==> src/rtl/pipeline_exe_muldiv_if.sv <==
`default_nettype none
// ============================================================================
// Module   : pipeline_exe_muldiv_if
// Purpose  : EXE-stage handshake between the pipeline and the RV32M
//            multiply/divide unit (request, stall, completion, result).
// Revision : 1.0 - initial release
// ============================================================================
interface pipeline_exe_muldiv_if #(
  parameter int XLEN = 32
);
  logic            start_i;
  logic [2:0]      op_i;
  logic [XLEN-1:0] rs1_i;
  logic [XLEN-1:0] rs2_i;
  logic            flush_i;
  logic            busy_o;
  logic            done_o;
  logic [XLEN-1:0] result_o;

  // Pipeline side: issues the M-op and watches stall/completion.
  modport master (
    output start_i, op_i, rs1_i, rs2_i, flush_i,
    input  busy_o, done_o, result_o
  );

  // Unit side.
  modport slave (
    input  start_i, op_i, rs1_i, rs2_i, flush_i,
    output busy_o, done_o, result_o
  );
endinterface
`default_nettype wire

==> src/rtl/pipeline_exe_muldiv.sv <==
`default_nettype none
// ============================================================================
// Module   : pipeline_exe_muldiv
// Purpose  : Multi-cycle RV32M multiply/divide unit in the EXE stage.
//            Radix-2 shift-add multiply, restoring divide, RISC-V special
//            divide cases resolved in one cycle.
// Options  : MULDIV_FAST_MUL_EN - single-cycle 33x33 signed multiply.
// Revision : 1.0 - initial release
// ============================================================================
module pipeline_exe_muldiv #(
  parameter int XLEN = 32
) (
  input  logic                 clk,
  input  logic                 resetn,
  pipeline_exe_muldiv_if.slave bus
);

  localparam logic [2:0] OP_MUL    = 3'b000;
  localparam logic [2:0] OP_MULH   = 3'b001;
  localparam logic [2:0] OP_MULHSU = 3'b010;
  localparam logic [2:0] OP_MULHU  = 3'b011;
  localparam logic [2:0] OP_DIV    = 3'b100;
  localparam logic [2:0] OP_DIVU   = 3'b101;
  localparam logic [2:0] OP_REM    = 3'b110;
  localparam logic [2:0] OP_REMU   = 3'b111;

  localparam logic [4:0] LAST_STEP = 5'd31;

  typedef enum logic [1:0] {
    IDLE = 2'd0,
    CALC = 2'd1,
    DONE = 2'd2
  } state_t;

  state_t state;
  state_t state_nx;

  // Latched operation context
  logic [2:0]        op_q;
  logic [XLEN-1:0]   opnd;       // |A| for multiply, |B| for divide
  logic [2*XLEN-1:0] acc;        // mul: {partial, multiplier}; div: {remainder, dividend/quotient}
  logic [4:0]        count;
  logic              neg_res;    // negate product / quotient
  logic              neg_rem;    // negate remainder (dividend sign)
  logic [XLEN-1:0]   result;

  // Request decode
  logic [2:0]      op;
  logic [XLEN-1:0] rs1;
  logic [XLEN-1:0] rs2;
  logic            is_div;
  logic            a_signed;
  logic            b_signed;
  logic            a_neg;
  logic            b_neg;
  logic [XLEN-1:0] a_mag;
  logic [XLEN-1:0] b_mag;
  logic            div_zero;
  logic            div_ovf;
  logic            special;
  logic [XLEN-1:0] special_res;
  logic            accept;
  logic            fast_path;

  assign op  = bus.op_i;
  assign rs1 = bus.rs1_i;
  assign rs2 = bus.rs2_i;

  // A new op is taken only from IDLE; flush wins over start, reset over all.
  assign accept = resetn && (state == IDLE) && bus.start_i && !bus.flush_i;

  // Operand signedness, magnitudes and the one-cycle special divide cases.
  always_comb begin
    is_div   = op[2];
    a_signed = (op == OP_MULH) || (op == OP_MULHSU) || (op == OP_DIV) || (op == OP_REM);
    b_signed = (op == OP_MULH) || (op == OP_DIV) || (op == OP_REM);
    a_neg    = a_signed && rs1[XLEN-1];
    b_neg    = b_signed && rs2[XLEN-1];
    a_mag    = a_neg ? ({XLEN{1'b0}} - rs1) : rs1;
    b_mag    = b_neg ? ({XLEN{1'b0}} - rs2) : rs2;
    div_zero = is_div && (rs2 == {XLEN{1'b0}});
    div_ovf  = ((op == OP_DIV) || (op == OP_REM)) &&
               (rs1 == {1'b1, {(XLEN-1){1'b0}}}) && (rs2 == {XLEN{1'b1}});
    special  = div_zero || div_ovf;
    // Divide by zero: q = all ones, r = dividend. Overflow: q = dividend, r = 0.
    if (div_zero)
      special_res = op[1] ? rs1 : {XLEN{1'b1}};
    else
      special_res = op[1] ? {XLEN{1'b0}} : rs1;
  end

`ifdef MULDIV_FAST_MUL_EN
  // Each operand is a 33-bit signed value (sign bit = a_neg / b_neg);
  // extending to 64 bits makes the low 64 product bits exact.
  logic [2*XLEN-1:0] fast_a;
  logic [2*XLEN-1:0] fast_b;
  logic [2*XLEN-1:0] fast_prod;
  logic [XLEN-1:0]   fast_res;

  assign fast_a    = {{XLEN{a_neg}}, rs1};
  assign fast_b    = {{XLEN{b_neg}}, rs2};
  assign fast_prod = fast_a * fast_b;
  assign fast_res  = (op == OP_MUL) ? fast_prod[XLEN-1:0] : fast_prod[2*XLEN-1:XLEN];
  assign fast_path = special || !is_div;
`else
  assign fast_path = special;
`endif

  // One radix-2 iteration step and the sign-corrected final result.
  logic [XLEN:0]     mul_sum;
  logic [XLEN:0]     div_shift;   // 33-bit partial remainder after shift-in
  logic              div_ge;
  logic [XLEN-1:0]   div_diff;
  logic [2*XLEN-1:0] acc_step;
  logic [2*XLEN-1:0] prod_fin;
  logic [XLEN-1:0]   quo_fin;
  logic [XLEN-1:0]   rem_fin;
  logic [XLEN-1:0]   calc_res;

  // Datapath step: shift-add for multiply, restoring subtract for divide.
  always_comb begin
    mul_sum   = {1'b0, acc[2*XLEN-1:XLEN]} + (acc[0] ? {1'b0, opnd} : {(XLEN+1){1'b0}});
    div_shift = {acc[2*XLEN-1:XLEN], acc[XLEN-1]};
    div_ge    = (div_shift >= {1'b0, opnd});
    // Remainder stays below the divisor, so the difference fits in XLEN bits.
    div_diff  = div_shift[XLEN-1:0] - opnd;
    if (op_q[2])
      acc_step = {(div_ge ? div_diff : div_shift[XLEN-1:0]), acc[XLEN-2:0], div_ge};
    else
      acc_step = {mul_sum, acc[XLEN-1:1]};

    prod_fin = neg_res ? ({(2*XLEN){1'b0}} - acc_step) : acc_step;
    quo_fin  = neg_res ? ({XLEN{1'b0}} - acc_step[XLEN-1:0]) : acc_step[XLEN-1:0];
    rem_fin  = neg_rem ? ({XLEN{1'b0}} - acc_step[2*XLEN-1:XLEN]) : acc_step[2*XLEN-1:XLEN];

    case (op_q)
      OP_MUL:                        calc_res = prod_fin[XLEN-1:0];
      OP_MULH, OP_MULHSU, OP_MULHU:  calc_res = prod_fin[2*XLEN-1:XLEN];
      OP_DIV, OP_DIVU:               calc_res = quo_fin;
      OP_REM, OP_REMU:               calc_res = rem_fin;
      default:                       calc_res = rem_fin;
    endcase
  end

  // State register.
  always_ff @(posedge clk) begin
    if (!resetn)
      state <= IDLE;
    else
      state <= state_nx;
  end

  // Next-state logic; flush aborts from any state.
  always_comb begin
    state_nx = state;
    case (state)
      IDLE: if (accept) state_nx = fast_path ? DONE : CALC;
      CALC: if (count == LAST_STEP) state_nx = DONE;
      DONE: state_nx = IDLE;
      default: state_nx = IDLE;
    endcase
    if (bus.flush_i)
      state_nx = IDLE;
  end

  // Operand capture, iteration and result register.
  always_ff @(posedge clk) begin
    if (!resetn) begin
      op_q    <= 3'b000;
      opnd    <= {XLEN{1'b0}};
      acc     <= {(2*XLEN){1'b0}};
      count   <= 5'd0;
      neg_res <= 1'b0;
      neg_rem <= 1'b0;
      result  <= {XLEN{1'b0}};
    end else if (accept) begin
      op_q    <= op;
      opnd    <= is_div ? b_mag : a_mag;
      acc     <= {{XLEN{1'b0}}, (is_div ? a_mag : b_mag)};
      count   <= 5'd0;
      neg_res <= a_neg ^ b_neg;
      neg_rem <= a_neg;
      if (special)
        result <= special_res;
`ifdef MULDIV_FAST_MUL_EN
      else if (!is_div) begin
        acc    <= fast_prod;
        result <= fast_res;
      end
`endif
    end else if ((state == CALC) && !bus.flush_i) begin
      acc   <= acc_step;
      count <= count + 5'd1;
      if (count == LAST_STEP)
        result <= calc_res;
    end
  end

  assign bus.busy_o   = accept || (state == CALC);
  assign bus.done_o   = (state == DONE);
  assign bus.result_o = result;

endmodule
`default_nettype wire

==> src/flat_wrapper.sv <==
// flat-port wrapper written by rule: the top's interface ports become plain ports
module pipeline_exe_muldiv_flat 
#(
  parameter int XLEN = 32
)
  (clk, resetn, bus_start_i, bus_op_i, bus_rs1_i, bus_rs2_i, bus_flush_i, bus_busy_o, bus_done_o, bus_result_o);
  pipeline_exe_muldiv_if #(.XLEN(XLEN)) bus_i ();
  input  logic clk;
  input  logic resetn;
  input wire logic [$bits(bus_i.start_i)-1:0] bus_start_i;
  input wire logic [$bits(bus_i.op_i)-1:0] bus_op_i;
  input wire logic [$bits(bus_i.rs1_i)-1:0] bus_rs1_i;
  input wire logic [$bits(bus_i.rs2_i)-1:0] bus_rs2_i;
  input wire logic [$bits(bus_i.flush_i)-1:0] bus_flush_i;
  output wire logic [$bits(bus_i.busy_o)-1:0] bus_busy_o;
  output wire logic [$bits(bus_i.done_o)-1:0] bus_done_o;
  output wire logic [$bits(bus_i.result_o)-1:0] bus_result_o;
  assign bus_i.start_i = bus_start_i;
  assign bus_i.op_i = bus_op_i;
  assign bus_i.rs1_i = bus_rs1_i;
  assign bus_i.rs2_i = bus_rs2_i;
  assign bus_i.flush_i = bus_flush_i;
  assign bus_busy_o = bus_i.busy_o;
  assign bus_done_o = bus_i.done_o;
  assign bus_result_o = bus_i.result_o;
  pipeline_exe_muldiv #(.XLEN(XLEN)) u_core (.clk(clk), .resetn(resetn), .bus(bus_i));
endmodule
==> config.mk <==
export PLATFORM = sky130hd
export DESIGN_NAME = pipeline_exe_muldiv_flat
export DESIGN_NICKNAME = d
export VERILOG_FILES = /design/src/rtl/pipeline_exe_muldiv_if.sv /design/src/rtl/pipeline_exe_muldiv.sv /design/src/flat_wrapper.sv
export SDC_FILE = /design/constraint.sdc
export NUM_CORES = 1
export LEC_CHECK = 0
export BUFFER_PORTS_ARGS = -buffer_cell sky130_fd_sc_hd__buf_2
export CAP_MARGIN = 15
export CORE_MARGIN = 2
export CORE_UTILIZATION = 45
export DETAILED_ROUTE_END_ITERATION = 12
export GPL_TIMING_DRIVEN = 1
export PLACE_DENSITY_LB_ADDON = 0.2
export RECOVER_POWER = 50
export SLEW_MARGIN = 20
export SYNTH_ARGS = -nofsm -noshare
export SYNTH_HDL_FRONTEND = slang
export SYNTH_SLANG_ARGS = --single-unit
export TNS_END_PERCENT = 100
==> constraint.sdc <==
create_clock -name clk -period 6.3 [get_ports clk]
set_clock_uncertainty 0.1 [all_clocks]
set_input_delay 0.315 -clock clk [delete_from_list [all_inputs] [get_ports clk]]
set_output_delay 0.315 -clock clk [all_outputs]
set_load 0.1 [all_outputs]
; Word level (Yosys, flattened, before mapping)
; Index checks and enable logic that the tools add are counted.
[totals]
output_inout_bits = 34
input_bits = 71
latch_bits = 0
register_bits = 140
ram_bits = 0
rom_bits = 0
n_memories = 0
[classes]
order_cmp = 1
addsub = 8
n_mul = 0
shifts = 0
n_eq_ne = 19
bitwise = 2
reduce_logical = 30
n_div = 0
muxes = 24
[ops]
columns = cell, n
row1 = $mux W32, 17
row2 = $mux W64, 2
row3 = $pmux W32 S4, 1
row4 = $sub A1 B32 Y32 const A, 4
row5 = $eq A32 B32 Y1 const B, 2
row6 = $sub A1 B64 Y64 const A, 1
row7 = $add A32 B32 Y33, 1
row8 = $ge A33 B32 Y1, 1
row9 = $logic_not A32 Y1, 1
row10 = $sub A32 B32 Y32, 1
row11 = $eq A3 B3 Y1 const B, 6
row12 = $eq A3 B2 Y1 const B, 3
row13 = $logic_and A1 B1 Y1, 9
row14 = $logic_or A1 B1 Y1, 8
row15 = $reduce_or A2 Y1, 4
row16 = $eq A3 B1 Y1 const B, 2
row17 = $mux W2, 3
row18 = $add A5 B1 Y5 const B, 1
row19 = $eq A5 B5 Y1 const B, 1
row20 = $ne A2 B1 Y1 const B, 2
row21 = $pmux W2 S2, 1
row22 = $reduce_bool A2 Y1, 2
row23 = $logic_not A3 Y1, 1
row24 = $reduce_and A3 Y1, 1
row25 = 9 further kinds, 9

; Logic depth before layout (Yosys ltp)
; Gate-level depths: netlist (run 1).
[depth]
word_depth = 9
ltp_mapped = 24
ltp_nobuf = 20

; Worst setup path after synthesis (run 1)
; Ideal clock, no wire load.
[synth_path]
path_type = reg2reg
startpoint = register u_core.op_q[2]
endpoint = register u_core.result[26] (netlist: u_core.bus.result_o[26])
synth_period_minus_slack_ns = 5.531
required_time_ns = 6.099
path_stages_with_launch = 20
slack_ns = 0.769
arrival_ns = 5.330
path_buffers = 9
setup_time_ns = 0.101
cell_sequence = dfxtp_1 -> buf_2 -> buf_1 -> buf_1 -> buf_2 -> buf_2 -> buf_2 -> buf_1 -> clkbuf_1 -> mux2i_1 -> ha_1 -> inv_1 -> nor4_1 -> nand4_1 -> or4_1 -> or3_1 -> clkbuf_1 -> o41a_1 -> a221o_1 -> o41ai_1
[synth_via]
elab_chain_cells = 7
[synth_lines]
columns = element, line
row1 = "start, declared", pipeline_exe_muldiv.sv:39  ; logic [2:0] op_q;
row2 = "start signal, assigned", pipeline_exe_muldiv.sv:177  ; op_q <= op;
row3 = $mux W64, pipeline_exe_muldiv.sv:127  ; if (op_q[2])
row4 = $sub A1 B64 Y64 (tied with other cells), pipeline_exe_muldiv.sv:132  ; prod_fin = neg_res ? ({(2*XLEN){1'b0}} - acc_step) : acc_step;
row5 = $mux W64 (tied with other cells), pipeline_exe_muldiv.sv:132
row6 = $pmux W32 S4 (*), pipeline_exe_muldiv.sv:136  ; case (op_q)
row7 = $mux W32 (*), pipeline_exe_muldiv.sv:194  ; if (count == LAST_STEP)
row8 = $mux W32 (*), pipeline_exe_muldiv.sv:191  ; end else if ((state == CALC) && !bus.flush_i) begin
row9 = $mux W32 (*), pipeline_exe_muldiv.sv:176  ; end else if (accept) begin
row10 = "end signal, assigned", pipeline_exe_muldiv.sv:175  ; result <= {XLEN{1'b0}};
row11 = "end signal, assigned", pipeline_exe_muldiv.sv:184  ; result <= special_res;
row12 = "end signal, assigned", pipeline_exe_muldiv.sv:195  ; result <= calc_res;
row13 = "end, declared", pipeline_exe_muldiv.sv:45  ; logic [XLEN-1:0] result;
; Every way passes the cells marked *; elsewhere a longest branch is shown, timed or not. The select of a mux whose other input is x is not followed.
; A chain may end at the register's enable or synchronous reset.

; Final worst setup path (run 1)
[layout_path]
startpoint = register u_core.state[1]
endpoint = register u_core.result[26] (netlist: u_core.bus.result_o[26])
[layout_via]
elab_chain_cells = 6
[layout_lines]
columns = element, line
row1 = "start, declared", pipeline_exe_muldiv.sv:35  ; state_t state;
row2 = "start signal, assigned", pipeline_exe_muldiv.sv:150  ; state <= state_nx;
row3 = $logic_not A2 Y1, pipeline_exe_muldiv.sv:70  ; assign accept = resetn && (state == IDLE) && bus.start_i && !bus.flush_i;
row4 = $logic_and A1 B1 Y1 (3 in series), pipeline_exe_muldiv.sv:70
row5 = $ne A2 B2 Y1 (no source line) or $reduce_bool A2 Y1 (tied branches), n/a
row6 = $reduce_and A3 Y1 (no source line), n/a
; Several ways; a longest one is shown, not always the timed one.

==> results.py, run 1 <==
metrics = {
    "pwr": {
        "p_leak_nw": 6.52,
        "peakVddDrop_uv": 169,
        "power.density_nw_per_um2": 195,
    },
    "setup_path": {
        "cp.arrival_ps": 6150,
        "crit_path_frequent_cell": "nor2_1",
        "startpoint_type": "flip-flop",
        "crit_fanout": 58,
        "path_cells": "or3_1 -> or3b_1 -> clkbuf_1 -> nand2_1 -> nor2_1 -> or4_1 -> nor2_1 -> o41a_1 -> a221o_1 -> o41ai_1",
        "endpoint_kind": "flip-flop",
        "critPathKind": "reg -> reg",
        "r2r_end": "u_core.bus.result_o[26]",
        "regToRegSetupSlack_ps": 400,
        "cp-startpoint": "u_core.state[1]",
        "reg2reg_from": "u_core.state[1]",
        "rr_worst_depth": 10,
        "required_ps": 6550,
        "slowest_delay_ps": 2000,
        "cp_slowest_cell": "clkbuf_1",
    },
    "place": {
        "dp_hpwl_mm": 55.1,
        "globalplace.congestion": 1.09,
        "dpl-instance-area_sq_um": 17100,
        "portBuffers": 104,
        "pre_cts_slack_ps": 823,
    },
    "sta": {
        "final.min_clock_period_ps": 5900,
        "final-setup-viol-count": 0,
        "finalHoldViolations": 0,
        "clock.fmax_mhz": 169,
        "rsz0062_at_grt": "false",
        "relSlewSlack": -1.31,
        "tns_ps": 0,
        "setup_slack_ps": 396,
        "fin_hold_ws_ps": 29.7,
        "slew_viol_final": 222,
        "tightest_slew_ps": 3460,
        "finalCritPeriodShare": 0.937,
    },
    "global_route": {
        "grt_pass1_wl_mm": 107,
        "antenna_found_initial": 1,
        "grt_usage": 0.364,
        "overflow": 0,
        "grt_pass1_vias": 17368,
        "grt_max_degree": 98,
    },
    "route": {
        "drt_iter0_markers": 2387,
        "ant_nets": 0,
        "num_vias": 18993,
        "drc": 0,
        "firstDrtPassIters": 8,
        "viasPerCell": 6.69,
        "wl_mm": 71.3,
        "wl_per_cell_um": 25.1,
    },
    "clock_network": {
        "hold_buffers": 0,
        "post-cts-setup-buffers": 0,
        "clock-root-buffer": "clkbuf_16",
        "insertion_delay_ps": 450,
        "h-tree-depth": 4,
        "clock_path_buffers": 2,
        "path_clk_slew_ps": 70,
        "cts_buffers": 17,
        "cts_sinks": 140,
        "ctsResizeCount": 0,
        "cts_tree": "yes",
    },
    "final_layout": {
        "final_common_cell": "nand2_1",
        "layout-drive-gt1-share": 0.0950,
        "fill_cells": 3655,
        "syn_to_final_growth_pct": 8.71,
        "layout_common_cells": "nand2_1, a21oi_1, nor2_1",
        "regArea_sq_um": 2810,
        "num_antenna_cells": 0,
        "post-route-util": 0.497,
        "multi_input_area_sq_um": 12600,
        "fin_area_sq_um": 17700,
        "nets": 2511,
    },
    "synthesis": {
        "synth_edf_count": 0,
        "yosysSeqAreaShare": 0.172,
        "synthFlopType": "dfxtp_1",
        "synth_nets": 2490,
        "async_flop_share": 0,
        "ys_types": 94,
        "yosys_warnings": 0,
        "syn_area_per_cell_sq_um": 6.93,
        "ys_ff_latch": 140,
        "netlist_area_sq_um": 16300,
        "netlist_instances": 2346,
    },
    "die": {
        "start_util": 0.457,
        "core-area_sq_um": 35600,
        "die_h_um": 194,
        "ios": 105,
        "fp.dieW_um": 194,
        "rows": 69,
        "die_area_sq_um": 37700,
    },
    "worst_hold_path": {
        "hold_class": "in -> reg",
        "holdPathStages": 2,
        "hold_start": "bus_flush_i",
        "whs_endpoint": "u_core.state[0]",
    },
    "status": {
        "status": "finished, violations left",
        "violations": "capacitance limit, slew limit",
    },
    "flow_run": {
        "max_cap_viol_count": 4,
    },
}
-- worst max path at each step --
stage / to / slack [ps] / cells past startpoint
after global routing: u_core.bus.result_o[26] / 210 / 10
after detailed placement: u_core.bus.result_o[26] / 820 / 18
after floorplan: u_core.bus.result_o[26] / 770 / 19
after CTS: u_core.bus.result_o[28] / 780 / 18
after global placement: u_core.bus.result_o[21] / 780 / 14
final: u_core.bus.result_o[26] / 400 / 10
-- where the power goes --
part           leakage (nW)  switching (mW)  internal, mW
logic                  5.09           0.957         0.452
clock network         0.298           0.452         0.636
registers              1.13          0.0361         0.909
total                  6.52            1.45          2.00
-- metrics by stage --
| stage | power, mW | std cells |
|---|---|---|
| floorplan | 1.84 | 2346 |
| global placement | 2.30 | 2809 |
| detailed placement | 2.31 | 2809 |
| CTS | 3.39 | 2841 |
| global route | 3.56 | 2841 |
| finish | 3.44 | 2841 |
-- worst max-delay path: cells and delay by family (launching register included) --
| family | cells | cell delay (ps) |
|---|---|---|
| AO/OA/AOI/OAI | 3 | 510 |
| buffers and inverters | 1 | 2000 |
| flip-flops | 1 | 340 |
| AND/OR/NAND/NOR | 6 | 2830 |
-- cell type report --
cell class	instances	area share
multi-input cells	1979	0.711
flip-flops and latches	140	0.159
repair buffers	154	0.0476
well taps	461	0.0326
clock buffers	19	0.0251
inverters	75	0.0159
clock inverters	13	0.00920
-- cells by family after synthesis --
kind of cell | share of synthesized area
AND/OR/NAND/NOR | 0.262
adder cells (fa/ha/maj) | 0.0719
flip-flops | 0.172
XOR/XNOR | 0.0840
buffers and inverters | 0.0562
AO/OA/AOI/OAI | 0.313
multiplexers | 0.0406
-- routing by layer --
metal / routed length [um] / global-route usage / vias to the layer above
met5: 0 / 0 / -
met4: 5690 / 0.251 / 0
met3: 6890 / 0.0555 / 263
met2: 30300 / 0.556 / 1128
met1: 28400 / 0.472 / 8910
li1: - / - / 8692
-- cells in the mapped netlist, types with 33 or more instances --
cell type  instances  area share
dfxtp_1          140        0.17
ha_1              71       0.055
and2_1            46       0.018
or3_1             41       0.016
nand2_1          315       0.073
a211oi_1          33       0.015
mux2i_1           51       0.031
nor3_1            56       0.017
nor2_1           189       0.044
a21oi_1          224       0.069
nand3_1           63       0.019
xor2_1            66       0.036
o21ai_0          163       0.050
o211ai_1         107       0.049
inv_1             71       0.016
clkbuf_1         118       0.027
xnor2_1           90       0.048
nand4_1           40       0.015
-- sequential cells by signal (all words and copies together) (netlist names) --
| signal | count |
|---|---|
| u_core.acc | 64 |
| u_core.count | 5 |
| u_core.op_q | 3 |
| u_core.neg_res | 1 |
| u_core.neg_rem | 1 |
| u_core.state | 2 |
| u_core.opnd | 32 |
| u_core.bus.result_o | 32 |
No activity file was read; power rests on OpenSTA's default activity.
==> run 2: changes to the inputs <==
--- a/config.mk
+++ b/config.mk
@@ -5,7 +5,7 @@
 export SDC_FILE = /design/constraint.sdc
 export NUM_CORES = 1
 export LEC_CHECK = 0
-export BUFFER_PORTS_ARGS = -buffer_cell sky130_fd_sc_hd__buf_2
+export BUFFER_PORTS_ARGS = -buffer_cell sky130_fd_sc_hd__buf_4
 export CAP_MARGIN = 15
 export CORE_MARGIN = 2
 export CORE_UTILIZATION = 45
==> run 2 against run 1 <==
Against the previous run: the run still ends with capacitance limit, slew limit left; routed wire length increased by 1.7%; sequential power about the same; first-iteration DRC count decreased by 14%.
==> results.py, run 2 (synthesis gave the netlist of run 1 again) <==
metrics = {
    "global_route": {
        "grt_pass1_wl_mm": 108,
        "overflow": 0,
        "grt_pass1_vias": 17453,
        "grt_usage": 0.372,
        "antenna_found_initial": 3,
        "grt_max_degree": 99,
    },
    "worst_hold_path": {
        "holdPathStages": 3,
        "whs_endpoint": "u_core.op_q[0]",
        "hold_class": "in -> reg",
        "hold_start": "bus_op_i[0]",
    },
    "clock_network": {
        "cts_tree": "yes",
        "clock_path_buffers": 2,
        "ctsResizeCount": 0,
        "insertion_delay_ps": 470,
        "cts_sinks": 140,
        "cts_buffers": 17,
        "clock-root-buffer": "clkbuf_16",
        "h-tree-depth": 4,
        "path_clk_slew_ps": 70,
        "hold_buffers": 1,
        "post-cts-setup-buffers": 0,
    },
    "place": {
        "dp_hpwl_mm": 56.1,
        "globalplace.congestion": 1.05,
        "dpl-instance-area_sq_um": 17400,
        "dp_cells": 2803,
        "portBuffers": 104,
        "pre_cts_slack_ps": 744,
    },
    "status": {
        "violations": "capacitance limit, slew limit",
        "status": "finished, violations left",
    },
    "setup_path": {
        "endpoint_kind": "flip-flop",
        "crit_fanout": 12,
        "startpoint_type": "flip-flop",
        "cp-startpoint": "u_core.opnd[8]",
        "regToRegSetupSlack_ps": 560,
        "r2r_end": "u_core.bus.result_o[28]",
        "critPathKind": "reg -> reg",
        "cp.arrival_ps": 5930,
        "rr_worst_depth": 18,
        "reg2reg_from": "u_core.opnd[8]",
        "required_ps": 6500,
    },
    "sta": {
        "relSlewSlack": -0.470,
        "clock.fmax_mhz": 174,
        "setup_slack_ps": 564,
        "slew_viol_final": 56,
        "rsz0062_at_grt": "false",
        "finalHoldViolations": 0,
        "tns_ps": 0,
        "fin_hold_ws_ps": 72.2,
        "tightest_slew_ps": 2210,
        "final-setup-viol-count": 0,
        "final.min_clock_period_ps": 5740,
        "finalCritPeriodShare": 0.910,
    },
    "final_layout": {
        "largest_reg_flops": 64,
        "fill_cells": 3657,
        "post-route-util": 0.502,
        "fin_area_sq_um": 17900,
        "layout-drive-gt1-share": 0.0939,
        "num_antenna_cells": 0,
        "final_common_cell": "nand2_1",
        "syn_to_final_growth_pct": 9.82,
        "layout_common_cells": "nand2_1, a21oi_1, nor2_1",
        "fin_cells": 2836,
        "largest_register": "u_core.acc",
        "nets": 2506,
    },
    "route": {
        "wl_met2_mm": 32.6,
        "firstDrtPassIters": 9,
        "drc": 0,
        "ant_nets": 0,
        "viasPerCell": 6.65,
        "dr_wl_met3_mm": 6.32,
        "wl_mm": 72.5,
        "topRoutingLayerUsed": "met5",
        "wl_per_cell_um": 25.6,
        "wl_met1_mm": 28.6,
        "drt_iter0_markers": 2043,
        "num_vias": 18870,
    },
    "die": {
        "start_util": 0.457,
        "rows": 69,
        "die_h_um": 194,
        "die_area_sq_um": 37700,
        "ios": 105,
        "fp.dieW_um": 194,
        "core-area_sq_um": 35600,
    },
    "pwr": {
        "peakVddDrop_uv": 181,
        "p_total_mw": 3.49,
        "power.density_nw_per_um2": 196,
        "p_leak_nw": 6.57,
    },
    "flow_run": {
        "max_cap_viol_count": 1,
    },
}
## run 2: cell types whose count changed in the layout (fill, tap and decap cells not counted), moves of 2 or more
cell	change
buf_2	-69
buf_4	+64
clkbuf_1	-3
clkinv_2	-2
inv_6	+2
## run 2: cell type report
class,count,area [sq um],share of cell area
Tap cell,461,577,0.0323
Clock inverter,14,180,0.0101
Inverter,75,282,0.0158
Timing Repair Buffer,149,998,0.0559
Sequential cell,140,2810,0.157
Clock buffer,18,450,0.0252
Multi-Input combinational cell,1979,12600,0.704
## run 2: worst max-delay path, cell delays in order (launching register included)
cell       delay (ps)
dfxtp_1           350
inv_1              60
ha_1              430
a21oi_1           330
o21ai_2           170
a221oi_4          500
a21boi_2          210
nor3_1            210
a21oi_1            90
mux2i_1           260
ha_1              250
inv_1              80
nor4_1            360
nand4_1           300
or4_1             620
or3_1             470
or4_1             530
a21oi_1           150
a2111oi_0          70
## run 2: where the power goes
part	switching [mW]	internal, mW	leakage (nW)
Sequential	0.0336	0.908	1.13
Clock	0.480	0.653	0.303
Combinational	0.961	0.456	5.13
Total	1.47	2.02	6.57
## run 2: layer usage
metal  GRT usage  up-vias
li1            -     8696
met1       0.454     8902
met2       0.603     1040
met3      0.0727      226
met4       0.228        6
met5           0        -
## run 2: worst max path at each step
stage	endpoint	slack [ps]	cells after the start
after floorplan	u_core.bus.result_o[26]	770	19
after global placement	u_core.bus.result_o[28]	910	18
after detailed placement	u_core.bus.result_o[28]	740	17
after CTS	u_core.bus.result_o[28]	700	17
after global routing	u_core.bus.result_o[28]	230	18
final	u_core.bus.result_o[28]	560	18
